$ cat config.mk
export PLATFORM = sky130hd
export DESIGN_NAME = pdl_trig_cond
export DESIGN_NICKNAME = d
export VERILOG_FILES = /design/src/rtl/pdl_pkg.sv /design/src/rtl/pdl_sync_filter.sv /design/src/rtl/pdl_trig_cond.sv
export SDC_FILE = /design/constraint.sdc
export NUM_CORES = 1
export LEC_CHECK = 0
export ABC_AREA = 1
export ABC_CLOCK_PERIOD_IN_PS = 1750
export CAP_MARGIN = 40
export CORE_MARGIN = 2
export CORE_UTILIZATION = 40
export CTS_BUF_LIST = sky130_fd_sc_hd__clkbuf_4
export CTS_CLUSTER_DIAMETER = 40
export CTS_CLUSTER_SIZE = 40
export DETAILED_ROUTE_END_ITERATION = 12
export GPL_ROUTABILITY_DRIVEN = 0
export PLACE_DENSITY = 0.77
export SLEW_MARGIN = 20
export SYNTH_ARGS = -nofsm -noshare
export SYNTH_HDL_FRONTEND = slang
export SYNTH_SLANG_ARGS = --single-unit
export TNS_END_PERCENT = 50
$ cat constraint.sdc
create_clock -name clk_i -period 1.75 [get_ports clk_i]
set_input_delay 0.35 -clock clk_i [delete_from_list [all_inputs] [get_ports clk_i]]
set_output_delay 0.35 -clock clk_i [all_outputs]
set_load 0.01 [all_outputs]
$ cat src/rtl/pdl_pkg.sv
// rtl/pdl_pkg.sv - shared types and default widths for the programmable delay line slice
package pdl_pkg;

  typedef enum logic [1:0] {
    DISARMED = 2'd0,
    ARMED    = 2'd1,
    HOLD     = 2'd2
  } pdl_state_e;

  localparam int SYNC_STAGES_DEF = 2;
  localparam int FILT_W_DEF      = 8;
  localparam int HOLD_W_DEF      = 32;
  localparam int CNT_W_DEF       = 16;
  localparam int DL_W            = 32;

endpackage

$ cat src/rtl/pdl_sync_filter.sv
// rtl/pdl_sync_filter.sv - trigger synchroniser, glitch filter and registered rising-edge detect
module pdl_sync_filter
  import pdl_pkg::*;
#(
  parameter int SYNC_STAGES = SYNC_STAGES_DEF,
  parameter int FILT_W      = FILT_W_DEF
) (
  input  logic              clk_i,
  input  logic              reset_i,
  input  logic              trig_in_i,
  input  logic [FILT_W-1:0] filt_len_i,
  output logic              rise_o
);

  logic [SYNC_STAGES-1:0] sync_q;
  logic                   sync;
  logic                   filt_q, filt_d;
  logic                   filt_dly_q;
  logic                   rise_q;
  logic [FILT_W-1:0]      fcnt_q, fcnt_d;

  assign sync = sync_q[SYNC_STAGES-1];

  // >= rather than == so a filt_len lowered mid-count still releases the level
  always_comb begin
    filt_d = filt_q;
    fcnt_d = '0;
    if (sync != filt_q) begin
      if (fcnt_q >= filt_len_i) begin
        filt_d = sync;
      end else begin
        fcnt_d = fcnt_q + 1'b1;
      end
    end
  end

  always_ff @(posedge clk_i) begin
    if (reset_i) begin
      sync_q     <= '0;
      filt_q     <= 1'b0;
      fcnt_q     <= '0;
      filt_dly_q <= 1'b0;
      rise_q     <= 1'b0;
    end else begin
      sync_q     <= {sync_q[SYNC_STAGES-2:0], trig_in_i};
      filt_q     <= filt_d;
      fcnt_q     <= fcnt_d;
      filt_dly_q <= filt_q;
      rise_q     <= filt_q & ~filt_dly_q;
    end
  end

  assign rise_o = rise_q;

endmodule

$ cat src/rtl/pdl_trig_cond.sv
// rtl/pdl_trig_cond.sv - trigger conditioner: arm/holdoff FSM and saturating event counters
module pdl_trig_cond
  import pdl_pkg::*;
#(
  parameter int SYNC_STAGES = SYNC_STAGES_DEF,
  parameter int FILT_W      = FILT_W_DEF,
  parameter int HOLD_W      = HOLD_W_DEF,
  parameter int CNT_W       = CNT_W_DEF
) (
  input  logic              clk_i,
  input  logic              reset_i,
  input  logic              trig_in_i,
  input  logic              enable_i,
  input  logic              rearm_i,
  input  logic              oneshot_i,
  input  logic [FILT_W-1:0] filt_len_i,
  input  logic [HOLD_W-1:0] holdoff_i,
  output logic              trig_out_o,
  output logic              armed_o,
  output logic              busy_o,
  output logic [CNT_W-1:0]  acc_cnt_o,
  output logic [CNT_W-1:0]  rej_cnt_o
);

  pdl_state_e        state_q;
  logic [HOLD_W-1:0] hcnt_q;
  logic              trig_q;
  logic [CNT_W-1:0]  acc_q;
  logic [CNT_W-1:0]  rej_q;
  logic              rise;

  pdl_sync_filter #(
    .SYNC_STAGES (SYNC_STAGES),
    .FILT_W      (FILT_W)
  ) u_sync_filter (
    .clk_i      (clk_i),
    .reset_i    (reset_i),
    .trig_in_i  (trig_in_i),
    .filt_len_i (filt_len_i),
    .rise_o     (rise)
  );

  always_ff @(posedge clk_i) begin
    if (reset_i) begin
      state_q <= DISARMED;
      hcnt_q  <= '0;
      trig_q  <= 1'b0;
      acc_q   <= '0;
      rej_q   <= '0;
    end else begin
      trig_q <= 1'b0;
      if (!enable_i) begin
        state_q <= DISARMED;
      end else begin
        case (state_q)
          // a candidate arriving with rearm is deliberately dropped
          DISARMED: if (rearm_i) state_q <= ARMED;
          ARMED: begin
            if (rise) begin
              trig_q  <= 1'b1;
              hcnt_q  <= holdoff_i;
              state_q <= HOLD;
              if (acc_q != '1) acc_q <= acc_q + 1'b1;
            end
          end
          HOLD: begin
            if (rise && rej_q != '1) rej_q <= rej_q + 1'b1;
            if (hcnt_q == '0) begin
              state_q <= oneshot_i ? DISARMED : ARMED;
            end else begin
              hcnt_q <= hcnt_q - 1'b1;
            end
          end
          default: state_q <= DISARMED;
        endcase
      end
    end
  end

  assign trig_out_o = trig_q;
  assign armed_o    = (state_q == ARMED);
  assign busy_o     = (state_q == HOLD);
  assign acc_cnt_o  = acc_q;
  assign rej_cnt_o  = rej_q;

endmodule

==> qor.yml <==
status: "finished, final reports clean"
worst_path_largest_cell_delay_ns: 0.35
slew-limit-headroom_pct: 73.9
critical_path.max_fanout: 6
min_period_ns: 1.73
globalRouteTotalUtil_pct: 20.8
slowest_stage: "dfxtp_2"
rsz0062_at_grt: "yes"
grt_first_pass_wirelength_um: 22500
min_period_over_period_pct: 98.7
dp_hpwl_um: 9720
crit_path_end_kind: "flop"
r2r_end: "hcnt_q[28]"
min_from: "trig_in_i"
r2r_slack_ns: 0.02
hold_depth: 3
antennaDiodeCount: 0
clkTransAtPathRegs_ns: 0.13
worst_slew_pin_slew_ns: 0.389
start_util_pct: 41.4
vias: 5569
setup_violations: 0
drc: 0
die_h_um: 116
cts_tree: "built"
fin_skew_ns: 0.0227
slew_violations: 0
path_buf_inv: 2
routed_wl_um: 14100
io_pins: 81
synth-seq-cells: 80
path_depth: 13
area_growth_pct: 38.8
path_class: "reg -> reg"
whs_endpoint: "u_sync_filter.sync_q[0]"
cts_root_buf: "clkbuf_4"
power.density_nw_per_um2: 460
overflow: 0
postRouteAntennaNets: 0
cp_cell_sequence: "inv_2 > ha_4 > nand2_4 > nor2_4 > nand2_2 > nor2_4 > nand2_2 > nand3_4 > nand2_8 > clkbuf_16 > nand3_2 > nand2_1 > nor2_1"
antenna_found_initial: 0
r2r_start: "hcnt_q[0]"
dieWidth_um: 116
portBuffers: 80
cts_buffers: 9
cts.htree.levels: 3
clock_path_buffers: 2
wl_per_cell_um: 12.5
synthDistinctLibCells: 36
design.core.area_sq_um: 12100
critPathTopFamily: "simple AND/OR/NAND/NOR gates"
final_nets: 1010
drtIter0Drc: 536
clk_latency_ns: 0.47
clock_sinks: 80
stdcell_area_sq_um: 6960
via_per_inst: 4.95
ys_warn_count: 0
timing_hold_violations_final: 0
reg2regPathDepth: 13
yosysSeqAreaShare_pct: 31.9
grt_max_degree: 37
synth_fp_nets: 869
required_ns: 2.16
postCtsHoldBufs: 0
fin_util_pct: 57.5
p_leak_nw: 3.30
arrival_ns: 2.14
cap_violations: 0
dpl-instance-area_sq_um: 6380
drive_gt1_share_pct: 20.0
firstDrtPassIters: 5
mappedNetlistArea_sq_um: 5010
dieArea_sq_um: 13400
peakVddDrop_mv: 0.257
synthCells: 811
hold_path.class: "in -> reg"
cp-start-kind: "flop"
rows: 40
fmax_mhz: 579
avgSynthCellArea_sq_um: 6.18
grt_pass1_vias: 5056
-- area by class of cell --
| class | instances | area [sq um] |
|---|---|---|
| Fill cell | 1171 | 5150 |
| Multi-Input combinational cell | 621 | 3210 |
| Sequential cell | 80 | 1640 |
| Timing Repair Buffer | 152 | 1440 |
| Inverter | 88 | 338 |
| Tap cell | 168 | 210 |
| Clock buffer | 10 | 75.1 |
| Clock inverter | 5 | 58.8 |
-- cells in the final DEF (no fill, tap or decap), drive strengths merged --
| cell type | synthesis | routed |
|---|---|---|
| a41oi | 1 | 1 |
| clkbuf | 12 | 14 |
| clkdlybuf4s15 | 0 | 2 |
| nand3b | 1 | 1 |
| nand3 | 64 | 64 |
| nand2 | 224 | 225 |
| clkinv | 1 | 3 |
| buf | 11 | 68 |
| ha | 12 | 12 |
| xor2 | 18 | 18 |
| a211oi | 1 | 1 |
| clkdlybuf4s50 | 0 | 45 |
| dlymetal6s2s | 0 | 6 |
| o21ai | 43 | 43 |
| dfxtp | 80 | 80 |
| nor2 | 159 | 159 |
| inv | 87 | 87 |
| a21boi | 1 | 1 |
| bufinv | 0 | 1 |
| or2 | 3 | 3 |
| o21bai | 4 | 4 |
| nor3 | 18 | 18 |
| xnor2 | 10 | 10 |
| a21oi | 40 | 40 |
| dlygate4sd2 | 0 | 27 |
| clkinvlp | 0 | 2 |
| nor3b | 2 | 2 |
| a31oi | 2 | 2 |
| nand4 | 17 | 17 |
-- flip-flops by register name (all words and copies together) (netlist names), 2 cells and up --
| name | count |
|---|---|
| acc_cnt_o | 16 |
| hcnt_q | 32 |
| rej_cnt_o | 16 |
| state_q | 2 |
| u_sync_filter.fcnt_q | 8 |
| u_sync_filter.sync_q | 2 |
-- power breakdown --
group          internal [mW]  switching [mW]  total, mW
registers               1.82         0.00412       1.83
clock network          0.443           0.689       1.13
logic                  0.139           0.104      0.244
total                   2.40           0.797       3.20
-- stage by stage --
step	setup TNS, ns	hold slack, ns	worst slack, ns	cells	total power, mW
2_1_floorplan	0	0.373	0.0895	811	1.96
3_3_place_gp	-3.50	0.379	-0.358	1097	2.10
3_5_place_dp	-4.26	0.382	-0.401	1097	2.10
4_1_cts	-0.0224	0.352	-0.0212	1116	3.22
5_1_grt	-1.34	0.356	-0.102	1124	3.35
6_report	0	0.381	0.0231	1124	3.20
-- metal layers --
metal | GRT usage [%] | up-vias | part of all wire [%]
met5 | 0 | - | 0
met4 | 6.59 | 0 | 1.8
met3 | 5.33 | 24 | 6.6
met2 | 34.0 | 183 | 46
met1 | 26.9 | 2487 | 45
li1 | - | 2875 | -
-- worst min-delay path, cell delays in order --
cell and delay, ns:
clkdlybuf4s50_1 0.40, inv_1 0.05, nor2_1 0.03
-- worst max path at each step --
stage / from / to
after detailed placement: filt_len_i[6] / u_sync_filter.fcnt_q[0]
after global placement: filt_len_i[6] / u_sync_filter.fcnt_q[3]
after floorplan: rej_cnt_o[0] / rej_cnt_o[14]
after global routing: hcnt_q[0] / hcnt_q[28]
final: hcnt_q[0] / hcnt_q[28]
after CTS: rej_cnt_o[13] / rej_cnt_o[13]
-- cells in the mapped netlist --
| cell type | n | area share [%] |
|---|---|---|
| nand2_1 | 220 | 16 |
| dfxtp_1 | 80 | 32 |
| o21bai_1 | 4 | 0.60 |
| nor2_4 | 1 | 0.22 |
| nor3b_2 | 1 | 0.25 |
| nor3_4 | 2 | 0.65 |
| a41oi_1 | 1 | 0.17 |
| clkbuf_1 | 12 | 0.90 |
| nand3_2 | 1 | 0.20 |
| nor2_2 | 6 | 0.75 |
| buf_2 | 2 | 0.20 |
| buf_4 | 3 | 0.45 |
| xnor2_1 | 10 | 1.7 |
| o21ai_0 | 42 | 4.2 |
| nand3_1 | 63 | 6.3 |
| inv_1 | 77 | 5.8 |
| nand4_1 | 17 | 2.1 |
| nor2_1 | 152 | 11 |
| buf_1 | 1 | 0.075 |
| nand2_4 | 1 | 0.22 |
| xor2_1 | 18 | 3.1 |
| a211oi_1 | 1 | 0.15 |
| clkinv_1 | 1 | 0.075 |
| inv_4 | 1 | 0.12 |
| nor3_1 | 16 | 1.6 |
| nand2_2 | 3 | 0.37 |
| o21ai_1 | 1 | 0.10 |
| or2_2 | 3 | 0.37 |
| a21boi_1 | 1 | 0.15 |
| nor3b_1 | 1 | 0.15 |
| a21oi_1 | 40 | 4.0 |
| inv_2 | 9 | 0.67 |
| buf_6 | 5 | 1.1 |
| a31oi_1 | 2 | 0.25 |
| ha_1 | 12 | 3.0 |
| nand3b_1 | 1 | 0.15 |
-- what timing repair did --
item                                    in CTS  in global routing
pin swaps                                    4                 18
cloned                                       0                  7
hold endpoints to repair                     0                  0
endpoints found under the setup margin      66                 67
gates resized for setup                     75                 71
setup buffers                                4                  1
-- cells by family (layout without fill, tap and decap cells) --
kind of cell | after synthesis | after routing | synth area share (%)
adder cells (fa/ha/maj) | 12 | 12 | 2.99
AND/OR/NAND/NOR | 488 | 489 | 41.2
buffers and inverters | 111 | 255 | 9.38
XOR/XNOR | 28 | 28 | 4.89
AO/OA/AOI/OAI | 92 | 92 | 9.61
flip-flops | 80 | 80 | 31.9
Note: power is estimated with default switching activity, not from simulation.
